[config.mk]
export PLATFORM = sky130hd
export DESIGN_NAME = a_fifo
export DESIGN_NICKNAME = d
export VERILOG_FILES = /design/src/rtl/a_fifo_pkg.sv /design/src/rtl/a_fifo_mem.sv /design/src/rtl/a_fifo.sv
export SDC_FILE = /design/constraint.sdc
export NUM_CORES = 1
export LEC_CHECK = 0
export CORE_ASPECT_RATIO = 0.9
export CORE_MARGIN = 2
export CORE_UTILIZATION = 45
export DETAILED_ROUTE_END_ITERATION = 12
export PLACE_DENSITY_LB_ADDON = 0.25
export RECOVER_POWER = 50
export SLEW_MARGIN = 20
export SYNTH_ARGS = -nofsm -noshare
export SYNTH_HDL_FRONTEND = slang
export SYNTH_HIERARCHICAL = 1
export SYNTH_SLANG_ARGS = --single-unit
export TNS_END_PERCENT = 20
[constraint.sdc]
create_clock -name clk -period 2.5 [get_ports clk]
set_input_delay 0.5 -clock clk [delete_from_list [all_inputs] [get_ports clk]]
set_output_delay 0.5 -clock clk [all_outputs]
set_load 0.02 [all_outputs]
[src/rtl/a_fifo_pkg.sv]
// a_fifo_pkg: shared defaults for the single-clock FIFO.
//   DATA_WIDTH - width of one stored word
//   FIFO_DEPTH - number of storage entries (power of two)
//   ADDR_SIZE  - pointer width, log2(FIFO_DEPTH)+1; the extra MSB is the wrap bit
//   MEM_AW     - memory index width (pointer width without the wrap bit)
package a_fifo_pkg;

  localparam int unsigned DATA_WIDTH = 8;
  localparam int unsigned FIFO_DEPTH = 16;
  localparam int unsigned ADDR_SIZE  = 5;
  localparam int unsigned MEM_AW     = ADDR_SIZE - 1;

endpackage

[src/rtl/a_fifo_mem.sv]
// a_fifo_mem: simple dual-port RAM, synchronous write, registered read port.
// Ports:
//   clk   - clock, rising edge
//   rst   - synchronous active-high reset; clears only the read register
//   we    - write enable
//   waddr - write index
//   wdata - write data
//   re    - read enable; rdata loads ram[raddr] on the edge, else holds
//   raddr - read index
//   rdata - registered read data
module a_fifo_mem
  import a_fifo_pkg::*;
#(
  parameter int unsigned DW    = DATA_WIDTH,
  parameter int unsigned DEPTH = FIFO_DEPTH,
  parameter int unsigned AW    = MEM_AW
) (
  input  logic          clk,
  input  logic          rst,
  input  logic          we,
  input  logic [AW-1:0] waddr,
  input  logic [DW-1:0] wdata,
  input  logic          re,
  input  logic [AW-1:0] raddr,
  output logic [DW-1:0] rdata
);

  logic [DW-1:0] ram [DEPTH];

  // Storage is deliberately not reset.
  always_ff @(posedge clk) begin
    if (we) begin
      ram[waddr] <= wdata;
    end
  end

  always_ff @(posedge clk) begin
    if (rst) begin
      rdata <= '0;
    end else if (re) begin
      rdata <= ram[raddr];
    end
  end

endmodule

[src/rtl/a_fifo.sv]
// a_fifo: single-clock FIFO with registered read data and status/error flags.
// Ports:
//   clk       - single clock, rising edge
//   rst       - synchronous active-high reset
//   wr_en     - write request
//   wdata     - write data, sampled with wr_en
//   rd_en     - read request
//   rdata     - registered read data
//   full      - FIFO holds FIFO_DEPTH entries (combinational from pointers)
//   empty     - FIFO holds 0 entries (combinational from pointers)
//   valid     - rdata updated by a read accepted on the previous edge
//   overflow  - one-cycle pulse: write requested while full, word dropped
//   underflow - one-cycle pulse: read requested while empty
module a_fifo
  import a_fifo_pkg::*;
#(
  parameter int unsigned DATA_WIDTH = a_fifo_pkg::DATA_WIDTH,
  parameter int unsigned FIFO_DEPTH = a_fifo_pkg::FIFO_DEPTH,
  parameter int unsigned ADDR_SIZE  = a_fifo_pkg::ADDR_SIZE
) (
  input  logic                  clk,
  input  logic                  rst,
  input  logic                  wr_en,
  input  logic [DATA_WIDTH-1:0] wdata,
  input  logic                  rd_en,
  output logic [DATA_WIDTH-1:0] rdata,
  output logic                  full,
  output logic                  empty,
  output logic                  valid,
  output logic                  overflow,
  output logic                  underflow
);

  localparam int unsigned AW = ADDR_SIZE - 1;

  logic [ADDR_SIZE-1:0] wr_ptr;
  logic [ADDR_SIZE-1:0] rd_ptr;
  logic                 wr_ok;
  logic                 rd_ok;

  // Wrap bits differ with equal indices means the writer is a full lap ahead.
  assign empty = (wr_ptr == rd_ptr);
  assign full  = (wr_ptr[ADDR_SIZE-1] != rd_ptr[ADDR_SIZE-1]) &&
                 (wr_ptr[AW-1:0] == rd_ptr[AW-1:0]);

  assign wr_ok = wr_en && !full;
  assign rd_ok = rd_en && !empty;

  always_ff @(posedge clk) begin
    if (rst) begin
      wr_ptr    <= '0;
      rd_ptr    <= '0;
      valid     <= 1'b0;
      overflow  <= 1'b0;
      underflow <= 1'b0;
    end else begin
      if (wr_ok) begin
        wr_ptr <= wr_ptr + ADDR_SIZE'(1);
      end
      if (rd_ok) begin
        rd_ptr <= rd_ptr + ADDR_SIZE'(1);
      end
      valid     <= rd_ok;
      overflow  <= wr_en && full;
      underflow <= rd_en && empty;
    end
  end

  // Enables are gated with rst so a reset edge never stores or reads a word.
  a_fifo_mem #(
    .DW    (DATA_WIDTH),
    .DEPTH (FIFO_DEPTH),
    .AW    (AW)
  ) u_mem (
    .clk   (clk),
    .rst   (rst),
    .we    (wr_ok && !rst),
    .waddr (wr_ptr[AW-1:0]),
    .wdata (wdata),
    .re    (rd_ok && !rst),
    .raddr (rd_ptr[AW-1:0]),
    .rdata (rdata)
  );

endmodule

==> reports/metrics.yaml, run 1 <==
hold_path:
  hp-class: "flip-flop to flip-flop"
synthesis:
  synth.avg_cell_area_um2: 14.91
  synth_area_um2: 6202
  synth_edf_count: 128
  synth-async-reset-ratio_pct: 0
  ys_seq_area_share_pct: 68.75
  synth_nets: 430
  synth_top_area_cell: "edfxtp_1"
  yosysWarnings: 6
  synth_top_cell_area_share_pct: 61.97
  synth_cell_type_count: 38
  ys_seq_elements: 149
  synthFlopType: "edfxtp_1"
  syn_inst: 416
  synth_area_leaders: "edfxtp_1 62%, mux2i_1 10%, dfxtp_1 6.8%, a22oi_1 3.1%, nand3_1 2.8%"
placement:
  io_buffers: 24
  placed_area_um2: 6777
  gp_congestion: 0.8118
  dpl.hpwl_um: 8727
  place_worst_setup_slack_ns: 0.1109
critical_path:
  crit_required_ns: 2.00
  cp.arrival_ns: 1.80
  crit_type: "flip-flop to output port"
  reg2reg_slack_ns: 0.27
  cp_max_fo: 6
  critical-path-max-stage-delay_ns: 0.36
  cp_slowest_cell: "dlygate4sd2_1"
  cp-start-kind: "flip-flop"
  path_cells: "xnor2_1 > nand4_4 > nor2_2 > dlygate4sd2_1"
  endpoint_kind: "output port"
detailed_routing:
  drt_iter0_markers: 287
  routed_via_density: 5.505
  vias: 3622
  route.detailed.drc: 0
  wl_per_cell_um: 20.24
  dr.pass1.iters: 4
  routed_wirelength_um: 13320
  antenna_left: 0
die:
  die_area_um2: 14740
  initial_core_util_pct: 46.24
  rows: 40
  core-area_um2: 13410
  die_h_um: 115.4
  io-pin-count: 25
  die_w_um: 127.8
layout:
  fin_util_pct: 54.87
  layout-drive-gt1-share_pct: 16.12
  final_cell_mix: "128 x edfxtp_1, 64 x mux2i_1, 35 x nand3_1, 35 x buf_4, 28 x nand2_1"
  final_common_cell: "edfxtp_1"
  n_antenna_cell: 0
  area_growth_pct: 18.66
  finish.instance_area_um2: 7360
  fillers: 1104
  fin_nets: 491
clock_tree:
  numClockSinks: 149
  post_cts_resized: 4
  cts-root-buf: "clkbuf_16"
  cts_buffers: 17
  htree_levels: 4
  clock_latency_ns: 0.42
  cts_tree: "built"
  cts_hold_buffers: 0
  path_clk_slew_ns: 0.06
  clockBufferDepth: 2
  cts_setup_buffers: 0
job:
  maxCapViolCount: 0
sta:
  tightestPinTransition_ns: 0.9086
  layout_min_cycle_time_ns: 2.298
  maxSlewViolCount: 0
  hold_violations: 0
  rsz0062_at_grt: "false"
  post-route-period-util_pct: 91.90
  max_freq_mhz: 435.3
  layout_setup_ws_ns: 0.2025
  relSlewSlack_pct: 39.43
  fin_skew_ns: 0.007006
  fin_setup_tns_ns: 0
  final-setup-viol-count: 0
  worst_hold_slack_ns: 0.4656
pwr:
  p_per_area_nw_per_um2: 895.1
  p_leak_nw: 2.350
  vdd_ir_drop_max_mv: 0.5790
global_route:
  grt_pass1_wl_um: 20620
  groute.usage.overall_pct: 19.79
  grt_overflow: 0
  antenna_found_initial: 0
  grt_max_degree: 41
  grt_pass1_vias: 3610
outcome:
  status: "complete, no violations"
## worst max-delay path, delay by kind of cell (launching register included)
family	cells	cell delay (ns)
flops	1	0.33
simple gates	2	0.41
xor+xnor	1	0.28
buf+inv	1	0.36
## metal layers
layer  share of wire (%)  GRT usage, %  routed length [um]  up-vias
li1                    -             -                   -     1740
met1                  43         26.39                5789     1754
met2                  47         30.37                6235      113
met3                 8.3         6.375                1111       15
met4                 1.4         7.912                 183        0
met5                   0             0                   0        -
## through the flow
| step | total power [mW] | cells |
|---|---|---|
| after CTS | 6.679 | 658 |
| final | 6.588 | 658 |
| after floorplan | 3.723 | 416 |
| after global placement | 4.161 | 626 |
| after detailed placement | 4.189 | 626 |
| after global routing | 6.861 | 658 |
## final cells by class
type | count | area [um^2] | share of cell area [%]
tap | 168 | 210.2 | 2.856
clock buffer | 20 | 456.7 | 6.205
timing repair buffer | 63 | 519.2 | 7.055
sequential | 149 | 4268 | 57.99
clock inverter | 12 | 130.1 | 1.768
multi-input combinational | 246 | 1775 | 24.12
## power breakdown
group          internal [mW]  leakage (nW)  switching, mW
combinational          0.446         0.752          0.757
sequential              2.83          1.32         0.0640
clock                   1.52         0.274          0.971
## kinds of logic (layout without fill, tap and decap cells)
family	count (synthesis)	count (layout)	share of synthesized area, %
adder cells (fa/ha/maj)	2	2	0.4034
flip-flops	149	149	68.75
buffers and inverters	21	95	2.865
multiplexers	64	64	10.33
XOR/XNOR	6	6	1.271
AO/OA/AOI/OAI	49	49	5.689
AND/OR/NAND/NOR	125	125	10.69
## synth_stat cells, types with 2 or more instances
master and count:
mux2i_1 64, xnor2_1 4, clkbuf_1 2, nand4b_1 4, nor2_1 19, dfxtp_1 21, nand2b_1 4, buf_8 3
buf_12 2, a31oi_1 4, nand4_1 3, a21oi_1 10, nor3b_1 4, a22oi_1 26, o21ai_0 2, nand3_1 35
nand3b_1 4, nor3_1 8, buf_6 2, ha_1 2, nor2b_1 9, a2bb2oi_1 2, buf_2 10, nand2_1 28
o41ai_2 2, edfxtp_1 128, o211ai_1 3
## sequential cells by signal (all words and copies together) (netlist names)
register,count
u_mem/ram,128
u_mem/rdata,8
rd_ptr,5
wr_ptr,5
overflow,1
underflow,1
valid,1
## path summary, 6_finish.rpt
check / startpoint / endpoint / cells after the start
hold / removal: u_mem/rdata[0]$_SDFFE_PP0P_ / u_mem/rdata[0]$_SDFFE_PP0P_ / 2
hold reg to reg: u_mem/rdata[0]$_SDFFE_PP0P_ / u_mem/rdata[0]$_SDFFE_PP0P_ / 2
setup reg to reg: rd_ptr[2]$_SDFFE_PP0P_ / u_mem/rdata[7]$_SDFFE_PP0P_ / 6
setup / recovery: wr_ptr[3]$_SDFFE_PP0P_ / full / 4
Power figures use the tool's default switching activity.
==> inputs of run 2 (changes only) <==
--- a/config.mk
+++ b/config.mk
@@ -5,12 +5,12 @@
 export SDC_FILE = /design/constraint.sdc
 export NUM_CORES = 1
 export LEC_CHECK = 0
+export CAP_MARGIN = 20
 export CORE_ASPECT_RATIO = 0.9
 export CORE_MARGIN = 2
 export CORE_UTILIZATION = 45
 export DETAILED_ROUTE_END_ITERATION = 12
 export PLACE_DENSITY_LB_ADDON = 0.25
-export RECOVER_POWER = 50
 export SLEW_MARGIN = 20
 export SYNTH_ARGS = -nofsm -noshare
 export SYNTH_HDL_FRONTEND = slang
==> reports/metrics.yaml, run 2 (synthesis results as in run 1) <==
hold_path:
  worstHoldEndpoint: "u_mem/rdata[0]$_SDFFE_PP0P_"  # unchanged
  worstHoldPathCells: 2  # unchanged
  min_from: "u_mem/rdata[0]$_SDFFE_PP0P_"  # unchanged
  hp-class: "flip-flop to flip-flop"  # unchanged
pwr:
  p_leak_nw: 2.347  # was 2.350 nW
  power_frac_clock_pct: 37.5  # was 37.7%
  vdd_ir_drop_max_mv: 0.5843  # was 0.5790 mV
  p_int_mw: 4.822  # was 4.796 mW
  sequentialPowerShare_pct: 43.8  # was 44.0%
  p_sw_share_pct: 27.18  # was 27.19%
  power_switching_mw: 1.800  # was 1.791 mW
  combinationalPowerShare_pct: 18.7  # was 18.3%
  p_per_area_nw_per_um2: 898.5  # was 895.1 nW/um^2
die:
  initial_core_util_pct: 46.24  # unchanged
  io-pin-count: 25  # unchanged
  core-area_um2: 13410  # unchanged
  die_h_um: 115.4  # unchanged
  die_w_um: 127.8  # unchanged
  rows: 40  # unchanged
  die_area_um2: 14740  # unchanged
sta:
  fin_setup_tns_ns: 0  # unchanged
  layout_min_cycle_time_ns: 2.300  # was 2.298 ns
  layout_setup_ws_ns: 0.2002  # was 0.2025 ns
  fin_skew_ns: 0.006921  # was 0.007006 ns
  hold_violations: 0  # unchanged
  relSlewSlack_pct: 53.12  # was 39.43%
  tightestPinTransition_ns: 0.7009  # was 0.9086 ns
  max_freq_mhz: 434.8  # was 435.3 MHz
  maxSlewViolCount: 0  # unchanged
  post-route-period-util_pct: 91.99  # was 91.90%
  rsz0062_at_grt: "false"  # unchanged
  final-setup-viol-count: 0  # unchanged
clock_tree:
  cts-root-buf: "clkbuf_16"  # unchanged
  path_clk_slew_ns: 0.06  # about the same
  cts_hold_buffers: 0  # unchanged
  clockBufferDepth: 2  # unchanged
  post_cts_resized: 4  # unchanged
  htree_levels: 4  # unchanged
  cts_setup_buffers: 0  # unchanged
  cts_buffers: 17  # unchanged
  cts_tree: "built"  # unchanged
  clock_latency_ns: 0.42  # about the same
  numClockSinks: 149  # unchanged
critical_path:
  cp_max_fo: 6  # unchanged
  endpoint_kind: "output port"  # unchanged
  reg2reg_slack_ns: 0.32  # was 0.27 ns
  crit_type: "flip-flop to output port"  # unchanged
  r2r-start: "rd_ptr[2]$_SDFFE_PP0P_"  # unchanged
  cp.arrival_ns: 1.80  # about the same
  crit_required_ns: 2.00  # about the same
  reg2regPathDepth: 6  # unchanged
  r2r_end: "u_mem/rdata[1]$_SDFFE_PP0P_"  # was u_mem/rdata[7]$_SDFFE_PP0P_
  cp-start-kind: "flip-flop"  # unchanged
layout:
  final_common_cell: "edfxtp_1"  # unchanged
  finish.instance_area_um2: 7371  # was 7360 um^2
  fin_nets: 491  # unchanged
  n_antenna_cell: 0  # unchanged
  regMostFlops: "u_mem/ram"  # unchanged
  area_growth_pct: 18.84  # was 18.66%
  final_cell_mix: "128 x edfxtp_1, 64 x mux2i_1, 39 x buf_4, 35 x nand3_1, 28 x nand2_1"  # was 128 x edfxtp_1, 64 x mux2i_1, 35 x nand3_1, 35 x buf_4, 28 x nand2_1
  layout-drive-gt1-share_pct: 16.73  # was 16.12%
  largest_register_ffs: 128  # unchanged
  reg.largest.list: "u_mem/ram x128, u_mem/rdata x8"  # unchanged
  layout.cells.non_filler: 658  # unchanged
  fin_util_pct: 54.95  # was 54.87%
detailed_routing:
  route.detailed.drc: 0  # unchanged
  routed_wirelength_um: 13390  # was 13,320 um
  wl_per_cell_um: 20.35  # was 20.24 um
  vias: 3626  # was 3,622
  drt_iter0_markers: 281  # was 287
  routed_via_density: 5.511  # was 5.505
  dr.pass1.iters: 7  # was 4
  antenna_left: 0  # unchanged
global_route:
  grt_pass1_wl_um: 20620  # unchanged
  grt_max_degree: 41  # unchanged
  antenna_found_initial: 0  # unchanged
  grt_pass1_vias: 3610  # unchanged
  groute.usage.overall_pct: 19.79  # unchanged
  grt_overflow: 0  # unchanged
placement:
  gp_congestion: 0.8118  # unchanged
  dpl.hpwl_um: 8727  # unchanged
  dp_cells: 626  # unchanged
  placed_area_um2: 6777  # unchanged
  place_worst_setup_slack_ns: 0.1109  # unchanged
  io_buffers: 24  # unchanged
job:
  maxCapViolCount: 0  # unchanged
outcome:
  status: "complete, no violations"  # unchanged
==> run 2: per-layer routing <==
metal,share of wire [%],vias to the layer above,global-route usage [%]
met1,44,1783,26.39
met4,1.2,0,7.912
met2,47,95,30.37
li1,-,1737,-
met5,0,-,0
met3,7.1,11,6.375
==> run 2: worst max path at each step <==
stage | slack [ns] | to | cells after the start | startpoint
global placement | 0.13 | u_mem/ram[0][0]$_DFFE_PP_ | 6 | rst
finish | 0.20 | full | 4 | wr_ptr[3]$_SDFFE_PP0P_
CTS | 0.18 | full | 4 | wr_ptr[3]$_SDFFE_PP0P_
global route | 0.10 | full | 4 | wr_ptr[1]$_SDFFE_PP0P_
detailed placement | 0.11 | u_mem/ram[0][1]$_DFFE_PP_ | 6 | rst
floorplan | 0.07 | u_mem/ram[2][0]$_DFFE_PP_ | 6 | wr_ptr[1]$_SDFFE_PP0P_
==> run 2: final cells by class <==
type                       instances  area (um^2)
clock buffer                      20        456.7
clock inverter                    12        130.1
fill                            1101         6042
multi-input combinational        246         1775
sequential                       149         4268
tap                              168        210.2
timing repair buffer              63        530.5
==> run 2: power by group through the flow <==
stage	Clock, mW	Sequential [mW]	Combinational [mW]
floorplan	0	3.04	0.688
global placement	0	2.95	1.21
detailed placement	0	2.95	1.24
CTS	2.54	2.90	1.24
global route	2.65	2.91	1.33
finish	2.49	2.90	1.24
==> run 2: stage by stage <==
step,hold slack [ns],power (mW)
2_1_floorplan,0.5352,3.723
3_3_place_gp,0.4466,4.161
3_5_place_dp,0.4477,4.189
4_1_cts,0.4612,6.679
5_1_grt,0.5031,6.889
6_report,0.4559,6.623
==> run 2: critical path, stage by stage, from the launching register on <==
cell and delay [ns]:
dfxtp_1 0.34, xnor2_1 0.29, nand4_4 0.20, nor2_2 0.20, dlygate4sd2_1 0.35
==> inputs of run 3 (changes only) <==
--- a/config.mk
+++ b/config.mk
@@ -7,10 +7,11 @@
 export LEC_CHECK = 0
 export CAP_MARGIN = 20
 export CORE_ASPECT_RATIO = 0.9
-export CORE_MARGIN = 2
+export CORE_MARGIN = 5
 export CORE_UTILIZATION = 45
 export DETAILED_ROUTE_END_ITERATION = 12
-export PLACE_DENSITY_LB_ADDON = 0.25
+export PLACE_DENSITY = 0.66
+export SETUP_SLACK_MARGIN = 0.05
 export SLEW_MARGIN = 20
 export SYNTH_ARGS = -nofsm -noshare
 export SYNTH_HDL_FRONTEND = slang
==> reports/metrics.yaml, run 3 (synthesis results as in run 1) <==
outcome:
  status: "complete, no violations"  # unchanged
die:
  die_w_um: 133.8  # was 127.8 um
  rows: 40  # unchanged
  die_h_um: 121.4  # was 115.4 um
  io-pin-count: 25  # unchanged
  die_area_um2: 16230  # was 14,740 um^2
  core-area_um2: 13410  # unchanged
  initial_core_util_pct: 46.24  # unchanged
layout:
  largest_register_ffs: 128  # unchanged
  regMostFlops: "u_mem/ram"  # unchanged
  final_common_cell: "edfxtp_1"  # unchanged
  regArea_um2: 4268  # unchanged
  final_cell_mix: "128 x edfxtp_1, 64 x mux2i_1, 38 x buf_4, 35 x nand3_1, 28 x nand2_1"  # was 128 x edfxtp_1, 64 x mux2i_1, 39 x buf_4, 35 x nand3_1, 28 x nand2_1
  multi_input_area_um2: 1783  # was 1775 um^2
  fin_nets: 491  # unchanged
  layout-drive-gt1-share_pct: 15.71  # was 16.73%
  area_growth_pct: 18.52  # was 18.84%
  fillers: 1075  # was 1,101
  reg.largest.list: "u_mem/ram x128, u_mem/rdata x8"  # unchanged
  n_antenna_cell: 0  # unchanged
critical_path:
  cp_max_fo: 4  # was 6
  endpoint_kind: "output port"  # unchanged
  r2r_end: "u_mem/ram[2][5]$_DFFE_PP_"  # was u_mem/rdata[1]$_SDFFE_PP0P_
  reg2reg_slack_ns: 0.35  # was 0.32 ns
  cp.arrival_ns: 1.80  # about the same
  crit_required_ns: 2.00  # about the same
  cp-start-kind: "flip-flop"  # unchanged
  crit_type: "flip-flop to output port"  # unchanged
  r2r-start: "wr_ptr[4]$_SDFFE_PP0P_"  # was rd_ptr[2]$_SDFFE_PP0P_
  reg2regPathDepth: 6  # unchanged
sta:
  layout_min_cycle_time_ns: 2.295  # was 2.300 ns
  final-setup-viol-count: 0  # unchanged
  post-route-period-util_pct: 91.81  # was 91.99%
  worst_hold_slack_ns: 0.4735  # was 0.4559 ns
  relSlewSlack_pct: 50.33  # was 53.12%
  rsz0062_at_grt: "false"  # unchanged
  tightestPinTransition_ns: 0.7428  # was 0.7009 ns
  fin_setup_tns_ns: 0  # unchanged
  hold_violations: 0  # unchanged
  fin_skew_ns: 0.006568  # was 0.006921 ns
  maxSlewViolCount: 0  # unchanged
  max_freq_mhz: 435.7  # was 434.8 MHz
clock_tree:
  cts_hold_buffers: 0  # unchanged
  htree_levels: 4  # unchanged
  numClockSinks: 149  # unchanged
  path_clk_slew_ns: 0.06  # about the same
  cts_setup_buffers: 0  # unchanged
  clock_latency_ns: 0.42  # about the same
  post_cts_resized: 5  # was 4
  cts_buffers: 17  # unchanged
  cts-root-buf: "clkbuf_16"  # unchanged
  cts_tree: "built"  # unchanged
  clockBufferDepth: 2  # unchanged
global_route:
  grt_pass1_vias: 3719  # was 3,610
  groute.usage.overall_pct: 17.83  # was 19.79%
  antenna_found_initial: 0  # unchanged
  grt_max_degree: 70  # was 41
  grt_overflow: 0  # unchanged
  grt_pass1_wl_um: 21360  # was 20,620 um
detailed_routing:
  antenna_left: 0  # unchanged
  drt_iter0_markers: 477  # was 281
  routed_wirelength_um: 13640  # was 13,390 um
  wl_per_cell_um: 20.73  # was 20.35 um
  routed_via_density: 5.602  # was 5.511
  dr.pass1.iters: 5  # was 7
  route.detailed.drc: 0  # unchanged
  vias: 3686  # was 3,626
pwr:
  power_mw: 6.500  # was 6.623 mW
  p_leak_nw: 2.340  # was 2.347 nW
  sequentialPowerShare_pct: 44.8  # was 43.8%
  p_per_area_nw_per_um2: 884.3  # was 898.5 nW/um^2
  p_sw_share_pct: 26.68  # was 27.18%
  vdd_ir_drop_max_mv: 0.5773  # was 0.5843 mV
  power_switching_mw: 1.734  # was 1.800 mW
  power_frac_clock_pct: 36.1  # was 37.5%
  p_int_mw: 4.766  # was 4.822 mW
  combinationalPowerShare_pct: 19.2  # was 18.7%
placement:
  io_buffers: 24  # unchanged
  gp_congestion: 0.8262  # was 0.8118
  dpl.hpwl_um: 8771  # was 8727 um
hold_path:
  worstHoldPathCells: 2  # unchanged
  hp-class: "flip-flop to flip-flop"  # unchanged
  min_from: "u_mem/rdata[1]$_SDFFE_PP0P_"  # was u_mem/rdata[0]$_SDFFE_PP0P_
  worstHoldEndpoint: "u_mem/rdata[1]$_SDFFE_PP0P_"  # was u_mem/rdata[0]$_SDFFE_PP0P_
job:
  maxCapViolCount: 0  # unchanged
[run 3: cell count changes in the layout (fill, tap and decap cells not counted), moves of 2 or more]
cell	before	now
clkinvlp_4	5	2
clkinv_1	0	6
clkinv_4	2	0
clkbuf_8	2	0
[run 3: critical path: stages (launching register included)]
cell and delay [ns]:
dfxtp_1 0.46, xnor2_2 0.17, nand4_4 0.15, nor2_2 0.23, dlygate4sd2_1 0.37
[run 3: final cells by class]
class,instances,area share [%]
clock buffer,18,5.838
clock inverter,14,1.600
multi-input combinational,246,24.26
sequential,149,58.06
tap,168,2.860
timing repair buffer,63,7.387
[run 3: metal layers]
layer | share of wire, % | up-vias | global-route usage [%] | wire, um
met5 | 0 | - | 0 | 0
li1 | - | 1729 | - | -
met3 | 6.2 | 9 | 5.638 | 841
met4 | 0.77 | 0 | 4.692 | 105
met2 | 46 | 95 | 26.61 | 6219
met1 | 47 | 1853 | 25.36 | 6477
[run 3: how the worst max path moves through the flow]
stage                            from  cells past startpoint                         to  slack [ns]
2_1_floorplan  wr_ptr[1]$_SDFFE_PP0P_                      6  u_mem/ram[2][0]$_DFFE_PP_        0.07
3_3_place_gp                      rst                      6  u_mem/ram[2][4]$_DFFE_PP_        0.12
3_5_place_dp                    wr_en                      6  u_mem/ram[2][7]$_DFFE_PP_        0.08
4_1_cts        rd_ptr[1]$_SDFFE_PP0P_                      4                       full        0.21
5_1_grt        rd_ptr[1]$_SDFFE_PP0P_                      4                       full        0.13
6_report       rd_ptr[1]$_SDFFE_PP0P_                      4                       full        0.20
[run 3: power groups by stage]
stage	Combinational, mW	Clock (mW)	Sequential, mW
floorplan	0.688	0	3.04
global placement	1.22	0	2.95
global route	1.36	2.50	2.92
finish	1.25	2.34	2.91
CTS	1.25	2.39	2.91
detailed placement	1.25	0	2.96
[run 3: stage by stage]
| step | util, % | worst slack, ns | cells | instance area (um^2) |
|---|---|---|---|---|
| after floorplan | - | 0.06919 | 416 | 6207 |
| after global placement | 50.62 | 0.1192 | 626 | 6789 |
| after detailed placement | 50.62 | 0.07658 | 626 | 6789 |
| after CTS | 54.80 | 0.2074 | 658 | 7351 |
| after global routing | 54.80 | 0.1263 | 658 | 7351 |
| final | 54.80 | 0.2048 | 658 | 7351 |
